`src/rtl/fp16_pkg.sv`:
```
// fp16_pkg: shared binary16 format constants and packed result type.
package fp16_pkg;
  localparam int EXP_W = 5;
  localparam int FRAC_W = 10;
  localparam int BIAS = 15;
  localparam int SIG_W = 22;
  localparam logic [EXP_W-1:0] EXP_INF = 5'h1f;
  localparam logic [EXP_W-1:0] EXP_ZERO = 5'h00;
  typedef struct packed {
    logic sign;
    logic [EXP_W-1:0] exp;
    logic [FRAC_W-1:0] frac;
  } fp16_t;
endpackage

```
`src/rtl/fp2_norm_round_lzc22.sv`:
```
// lzc22: leading-one detector; p_o is the index of the highest set bit, zero_o flags an all-zero input.
module lzc22
  import fp16_pkg::*;
(
  input  logic [SIG_W-1:0] sig_i,
  output logic [4:0]       p_o,
  output logic             zero_o
);
  always_comb begin
    p_o = '0;
    for (int i = 0; i < SIG_W; i++) p_o = sig_i[i] ? i[4:0] : p_o;
  end
  assign zero_o = ~|sig_i;
endmodule

```
`src/rtl/fp2_norm_round.sv`:
```
// fp2_norm_round: normalize, round-to-nearest-even and pack a 22-bit product into a registered binary16.
module fp2_norm_round
  import fp16_pkg::*;
(
  input  logic             clk,
  input  logic             rst,
  input  logic [SIG_W-1:0] sig,
  input  logic [EXP_W-1:0] exp,
  input  logic             sign,
  output logic [15:0]      fp_result,
  output logic             under,
  output logic             over
);
  logic [4:0] p;
  logic zero;
  logic [20:0] norm;
  logic [FRAC_W-1:0] frac, frac_r;
  logic guard, sticky, inc, carry;
  logic signed [7:0] e, e_r;
  fp16_t res_d, res_q;
  logic under_d, under_q, over_d, over_q;
  lzc22 u_lzc (.sig_i(sig), .p_o(p), .zero_o(zero));
  // Shifting the 21 bits below the top pushes the hidden 1 out, leaving frac/guard/sticky aligned.
  assign norm = sig[20:0] << (5'd21 - p);
  assign frac = norm[20:11];
  assign guard = norm[10];
  assign sticky = |norm[9:0];
  assign inc = guard & (sticky | frac[0]);
  assign {carry, frac_r} = {1'b0, frac} + {10'd0, inc};
  assign e = $signed({3'b0, exp}) + $signed({3'b0, p}) - 8'sd20;
  assign e_r = e + $signed({7'd0, carry});
  always_comb begin
    over_d = ~zero & (e_r >= 8'sd31);
    under_d = ~zero & (e_r <= 8'sd0);
    res_d = zero | under_d ? '{sign, EXP_ZERO, '0}
          : over_d         ? '{sign, EXP_INF, '0}
          :                  '{sign, e_r[4:0], frac_r};
  end
  always_ff @(posedge clk) begin
    if (rst) begin
      res_q <= '0;
      under_q <= 1'b0;
      over_q <= 1'b0;
    end else begin
      res_q <= res_d;
      under_q <= under_d;
      over_q <= over_d;
    end
  end
  assign fp_result = res_q;
  assign under = under_q;
  assign over = over_q;
endmodule

```
`config.mk`:
```
export PLATFORM = sky130hd
export DESIGN_NAME = fp2_norm_round
export DESIGN_NICKNAME = d
export VERILOG_FILES = /design/src/rtl/fp16_pkg.sv /design/src/rtl/fp2_norm_round_lzc22.sv /design/src/rtl/fp2_norm_round.sv
export SDC_FILE = /design/constraint.sdc
export NUM_CORES = 1
export LEC_CHECK = 0
export BUFFER_PORTS_ARGS = -buffer_cell sky130_fd_sc_hd__buf_2
export CORE_MARGIN = 5
export CORE_UTILIZATION = 42
export DETAILED_ROUTE_END_ITERATION = 10
export PLACE_DENSITY_LB_ADDON = 0.08
export SLEW_MARGIN = 15
export SYNTH_ARGS = -nofsm -noshare
export SYNTH_HDL_FRONTEND = slang
export SYNTH_SLANG_ARGS = --single-unit
```
`constraint.sdc`:
```
create_clock -name clk -period 18.24 [get_ports clk]
set_clock_uncertainty 0.15 [all_clocks]
set_input_delay 1.824 -clock clk [delete_from_list [all_inputs] [get_ports clk]]
set_output_delay 1.824 -clock clk [all_outputs]
set_load 0.05 [all_outputs]
```
# Word level (Yosys, flattened, before mapping)
# Cells that the tools add are included.
word_totals:
  latchBits: 0
  ram_bits: 0
  wordCells: 45
  memories: 0
  mem_bits_ro: 0
  ff_bits: 18
  in_bits: 30
op_classes:
  n_mul: 0
  reduce_logical: 5
  n_bitwise: 5
  add_sub_neg: 5
  n_div: 0
  shifts: 1
  mux: 22
  n_eq_ne: 0
  n_lt_le_gt_ge: 2
ops:
  columns: ["op", "n"]
  rows:
  - ["$mux 5", 20]
  - ["$reduce_or 22->1", 1]
  - ["$shl 21x5->21", 1]
  - ["$mux 15", 1]
  - ["$add 10x1->11", 1]
  - ["$reduce_or 10->1", 1]
  - ["$add 7x2->8", 1]
  - ["$ge 8x6->1 const B", 1]
  - ["$le 8x1->1 const B", 1]
  - ["$sub 6x5->7 const B", 1]
  - ["$add 5x5->6", 1]
  - ["$sub 5x5->5 const A", 1]
  - ["$and 1x1->1", 3]
  - ["$reduce_or 3->1", 1]
  - ["$or 1x1->1", 2]
  - ["$reduce_or 2->1", 1]
  - ["$logic_not 1->1", 1]
  - ["$mux 1", 1]

# Depth between registers and ports, before layout
logic_depth:
  ltp_word: 32
  depth_mapped: 31
  mapped_depth_nobuf: 26

# By module
# Synthesis repeated with hierarchy kept, for this count alone.
unflattened:
  cells_unflattened: 292
  area_unflattened_um2: 2610.0
by_module_without_submodules:
  columns: ["mod", "seq_area_each_um2", "area_each_um2", "cells_per_inst", "n_inst"]
  rows:
  - ["fp2_norm_round", 360.3, 2377.3, 252, 1]
  - ["lzc22", 0.0, 232.7, 40, 1]

# Worst setup path before layout
# No wires, ideal clock.
synth_timing:
  path_kind: "input to register"
  startpoint: "input port sig[19]"
  endpoint: "register res_q, in the netlist fp_result[7]"
  n_path_buf: 4
  t_required_ps: 17967
  path_stages: 27
  arrival_ps: 7290
  path_slack_ps: 10676
  path_cell_list: "buf_2 or4_4 a21oi_2 o21ai_2 nand2_2 inv_2 buf_2 ha_1 xnor2_1 clkbuf_1 a2111oi_0 a2111o_1 a311oi_1 nand4_1 nor4b_1 ha_1 ha_1 nand3_1 xnor2_1 nor4_1 nor2_1 o21ai_0 o211ai_1 nand2b_1 clkbuf_1 nor2_1 mux2_1"
synth_between:
  elab_chain_cells: 14
synth_rtl:
  columns: ["element", "line", "text"]
  rows:
  - ["start: declaration", "fp2_norm_round.sv:7", "input logic [SIG_W-1:0] sig,"]
  - ["$mux 5 (3 in series)", "fp2_norm_round_lzc22.sv:11", "for (int i = 0; i < SIG_W; i++) p_o = sig_i[i] ? i[4:0] : p_o;"]
  - ["$sub 5x5->5", "fp2_norm_round.sv:24", "assign norm = sig[20:0] << (5'd21 - p);"]
  - ["$shl 21x5->21", "fp2_norm_round.sv:24", null]
  - ["$reduce_or 10->1", "fp2_norm_round.sv:27", "assign sticky = |norm[9:0];"]
  - ["$or 1x1->1", "fp2_norm_round.sv:28", "assign inc = guard & (sticky | frac[0]);"]
  - ["$and 1x1->1", "fp2_norm_round.sv:28", null]
  - ["$add 10x1->11", "fp2_norm_round.sv:29", "assign {carry, frac_r} = {1'b0, frac} + {10'd0, inc};"]
  - ["$add 7x2->8", "fp2_norm_round.sv:31", "assign e_r = e + $signed({7'd0, carry});"]
  - ["$le 8x1->1", "fp2_norm_round.sv:34", "under_d = ~zero & (e_r <= 8'sd0);"]
  - ["$and 1x1->1", "fp2_norm_round.sv:34", null]
  - ["$or 1x1->1", "fp2_norm_round.sv:35", "res_d = zero | under_d ? '{sign, EXP_ZERO, '0}"]
  - ["$reduce_or 3->1 (no line)", null, null]
  - ["end signal: assignment", "fp2_norm_round.sv:45", "res_q <= res_d;"]
  - ["end: declaration", "fp2_norm_round.sv:20", "fp16_t res_d, res_q;"]
# Several ways; a longest one is shown, not always the timed one.
# A chain may end at the register's enable or synchronous reset.

# Final worst setup path
# Ends and elaborated chain as after synthesis.

==> qor.txt <==
PD cells - 59.4 mW/mm^2
Crit start category - input port
Synth Area in Adders - 7.62%
Final period demand of the worst path - 8.83 ns
Mapped cell area - 0.00282 sq mm
Synth Area in Compound Gates - 33.9%
Slew HR - 29.1%
Total Wirelength - 8.73 mm
Overall power - 0.000184 W
Setup bufs post-CTS - 0
Ant. Diodes - 0
Tot GR Track Use - 20.3%
Main combinational cell family by area after synthesis - compound AO/OA/AOI/OAI gates
Req. time, crit path - 18.22 ns
Grt total ovfl - 0
CTS tree - yes
First-pass GRT wire length - 14.4 mm
Main area contributors after synthesis - dfxtp_1 (13%), ha_1 (6.2%), a21oi_1 (5.5%), nor2_1 (4.9%), mux4_2 (4.8%)
WL/cell - 17.8 um
I/O pins - 48
Lkg Pwr - 1.27 nW
Fillers - 682
TNS Setup - 0 ns
Core area - 0.00646 sq mm
Fin crit share - 48.4%
ANT nets after route - 0
DRC - 0
Hold Crit Class - in -> reg
# hold bufs at CTS - 0
Most instantiated cells after synthesis - nor2_1 (37), a21oi_1 (31), o21ai_0 (23)
Simple-gate share of the synthesized area - 26.9%
Initial antenna violation count - 0
Mux cell area share after synthesis - 7.76%
Syn. warnings - 0
Initial DRC Count - 259
Via count - 3127
Vias per inst - 6.38
Synth Area in XOR/XNOR - 3.99%
HPWL Detailed - 6.82 mm
Syn_nets - 432
Synth cell types - 78
Crit Path Class - in -> reg
Mean Syn Cell Area - 7.31 sq um
Critical path fanouts, max - 29
Worst setup endpoint - fp_result[7]$_SDFF_PP0_
Synth Instances - 386
Seq/Total Area, Yosys - 12.8%
Main synth FF type - dfxtp_1
Die X - 92.0 um
Worst Setup SP - sig[19]
CP arrival - 8.81 ns
Pin count of the biggest net entering global routing - 30
Worst slew pin tran - 1.06 ns
Final count of hold timing violations - 0
Die H - 92.0 um
Cell accounting for the most synthesized area - dfxtp_1
Share of cells above drive strength 1 - 20.3%
Number of synthesized flops with an enable pin - 0
# rows - 29
Synthesized flop and latch total - 18
Root Buffer - clkbuf_8
Initial core utilization - 43.7%
Max IR drop VDD - 0.0228 mV
Vias in the first global route - 2947
Clk slew on worst S/H paths - 0.06 ns
# setup viols final - 0
Status - complete, no violations
RSZ-0062 raised after global routing - no
Top cell type's share of synthesized area - 12.8%
Layout area overhead - 10.1%
Max Fclk - 0.113 GHz
Slew Limit Fails - 0
Port Buffers - 47
Clk sinks - 18
Cts bufs inserted - 3
Critical Path Sink Type - flop
Most common cell in the netlist - nor2_1
H-tree levels - 1
Post-CTS Resized - 0
Clock Tree Buf Depth - 2
# nets final - 460
DIE AREA - 0.00846 sq mm
Async SR Flop Fraction - 0%
Max Cap Violations - 0
Final GP Congestion - 0.894
Initial DRT Pass Iterations - 5
-- placed cells by master (no fill, tap or decap), drive strengths merged, types with 8 or more instances in the layout --
cell,Yosys,routed
o21ai,27,27
buf,12,48
a21oi,33,33
nor3,13,13
nor2,37,37
dfxtp,18,18
xor2,8,8
nand3,20,20
ha,14,14
nor4,8,8
inv,23,23
nand2,24,24
-- layer usage --
| metal | global-route usage, % | vias to the layer above | part of all wire, % |
|---|---|---|---|
| li1 | - | 1522 | - |
| met1 | 28.5 | 1429 | 45 |
| met2 | 32.2 | 152 | 45 |
| met3 | 1.96 | 24 | 7.4 |
| met4 | 7.55 | 0 | 3.0 |
| met5 | 0 | - | 0 |
-- cell type report --
| type | count | area, sq um | area share (%) |
|---|---|---|---|
| Timing Repair Buffer | 48 | 243 | 7.81 |
| Clock buffer | 4 | 55.1 | 1.77 |
| Multi-Input combinational cell | 319 | 2260 | 72.8 |
| Tap cell | 77 | 96.3 | 3.10 |
| Inverter | 24 | 91.3 | 2.94 |
| Sequential cell | 18 | 360 | 11.6 |
-- worst max-delay path: stages --
cell and delay, ns:
buf_2 0.15, or4_4 0.55, a21oi_2 0.16, o21ai_2 0.11, nand2_2 0.42, inv_2 0.29
ha_1 0.35, xnor2_1 0.87, nand2_1 0.30, nor2_1 0.22, a211oi_1 0.09, nor2_1 0.13
ha_1 0.19, o2111a_1 0.24, nand4_1 0.19, nor4b_1 0.44, ha_1 0.25, ha_1 0.19
nand3_1 0.10, xnor2_1 0.19, nor4_1 0.42, nor2_1 0.09, o21ai_0 0.15, o211ai_1 0.15
nand2b_1 0.36, nor2_1 0.09, mux2_1 0.29
-- registers in the layout, indices dropped and copies added, names as in the netlist --
signal / flops
fp_result: 16
under: 1
over: 1
-- power by group --
group	leakage [nW]	switching [W]	internal [W]	total, W
clock network	0.0288	0.0000118	0.0000191	0.0000309
logic	1.10	0.0000731	0.0000355	0.000109
registers	0.148	0.000000821	0.0000441	0.0000449
total	1.27	0.0000857	0.0000988	0.000184
-- how the worst min path moves through the flow --
stage | startpoint | endpoint | slack [ns] | cells after the start
finish | rst | fp_result[15]$_SDFF_PP0_ | 1.60 | 2
CTS | rst | fp_result[15]$_SDFF_PP0_ | 1.60 | 2
global placement | rst | fp_result[15]$_SDFF_PP0_ | 1.86 | 2
floorplan | rst | fp_result[15]$_SDFF_PP0_ | 1.75 | 1
detailed placement | rst | fp_result[15]$_SDFF_PP0_ | 1.86 | 2
global route | rst | fp_result[15]$_SDFF_PP0_ | 1.59 | 2
-- per-stage QoR --
stage          worst slack (ns)  instances  hold slack (ns)  area, sq um  util (%)
2_1_floorplan             10.68        386             1.75         2820         -
3_3_place_gp               9.41        486             1.86         3050      47.2
3_5_place_dp               9.20        486             1.86         3050      47.2
4_1_cts                    9.43        490             1.60         3110      48.1
5_1_grt                    8.89        490             1.59         3110      48.1
6_report                   9.41        490             1.60         3110      48.1
-- kinds of logic (layout without fill, tap and decap cells) --
group | count (synthesis) | after routing
flops | 18 | 18
mux | 14 | 14
buf+inv | 49 | 76
fa+ha+maj | 16 | 16
simple gates | 142 | 142
xor+xnor | 12 | 12
compound gates | 135 | 135
(Power assumes the default switching activity.)
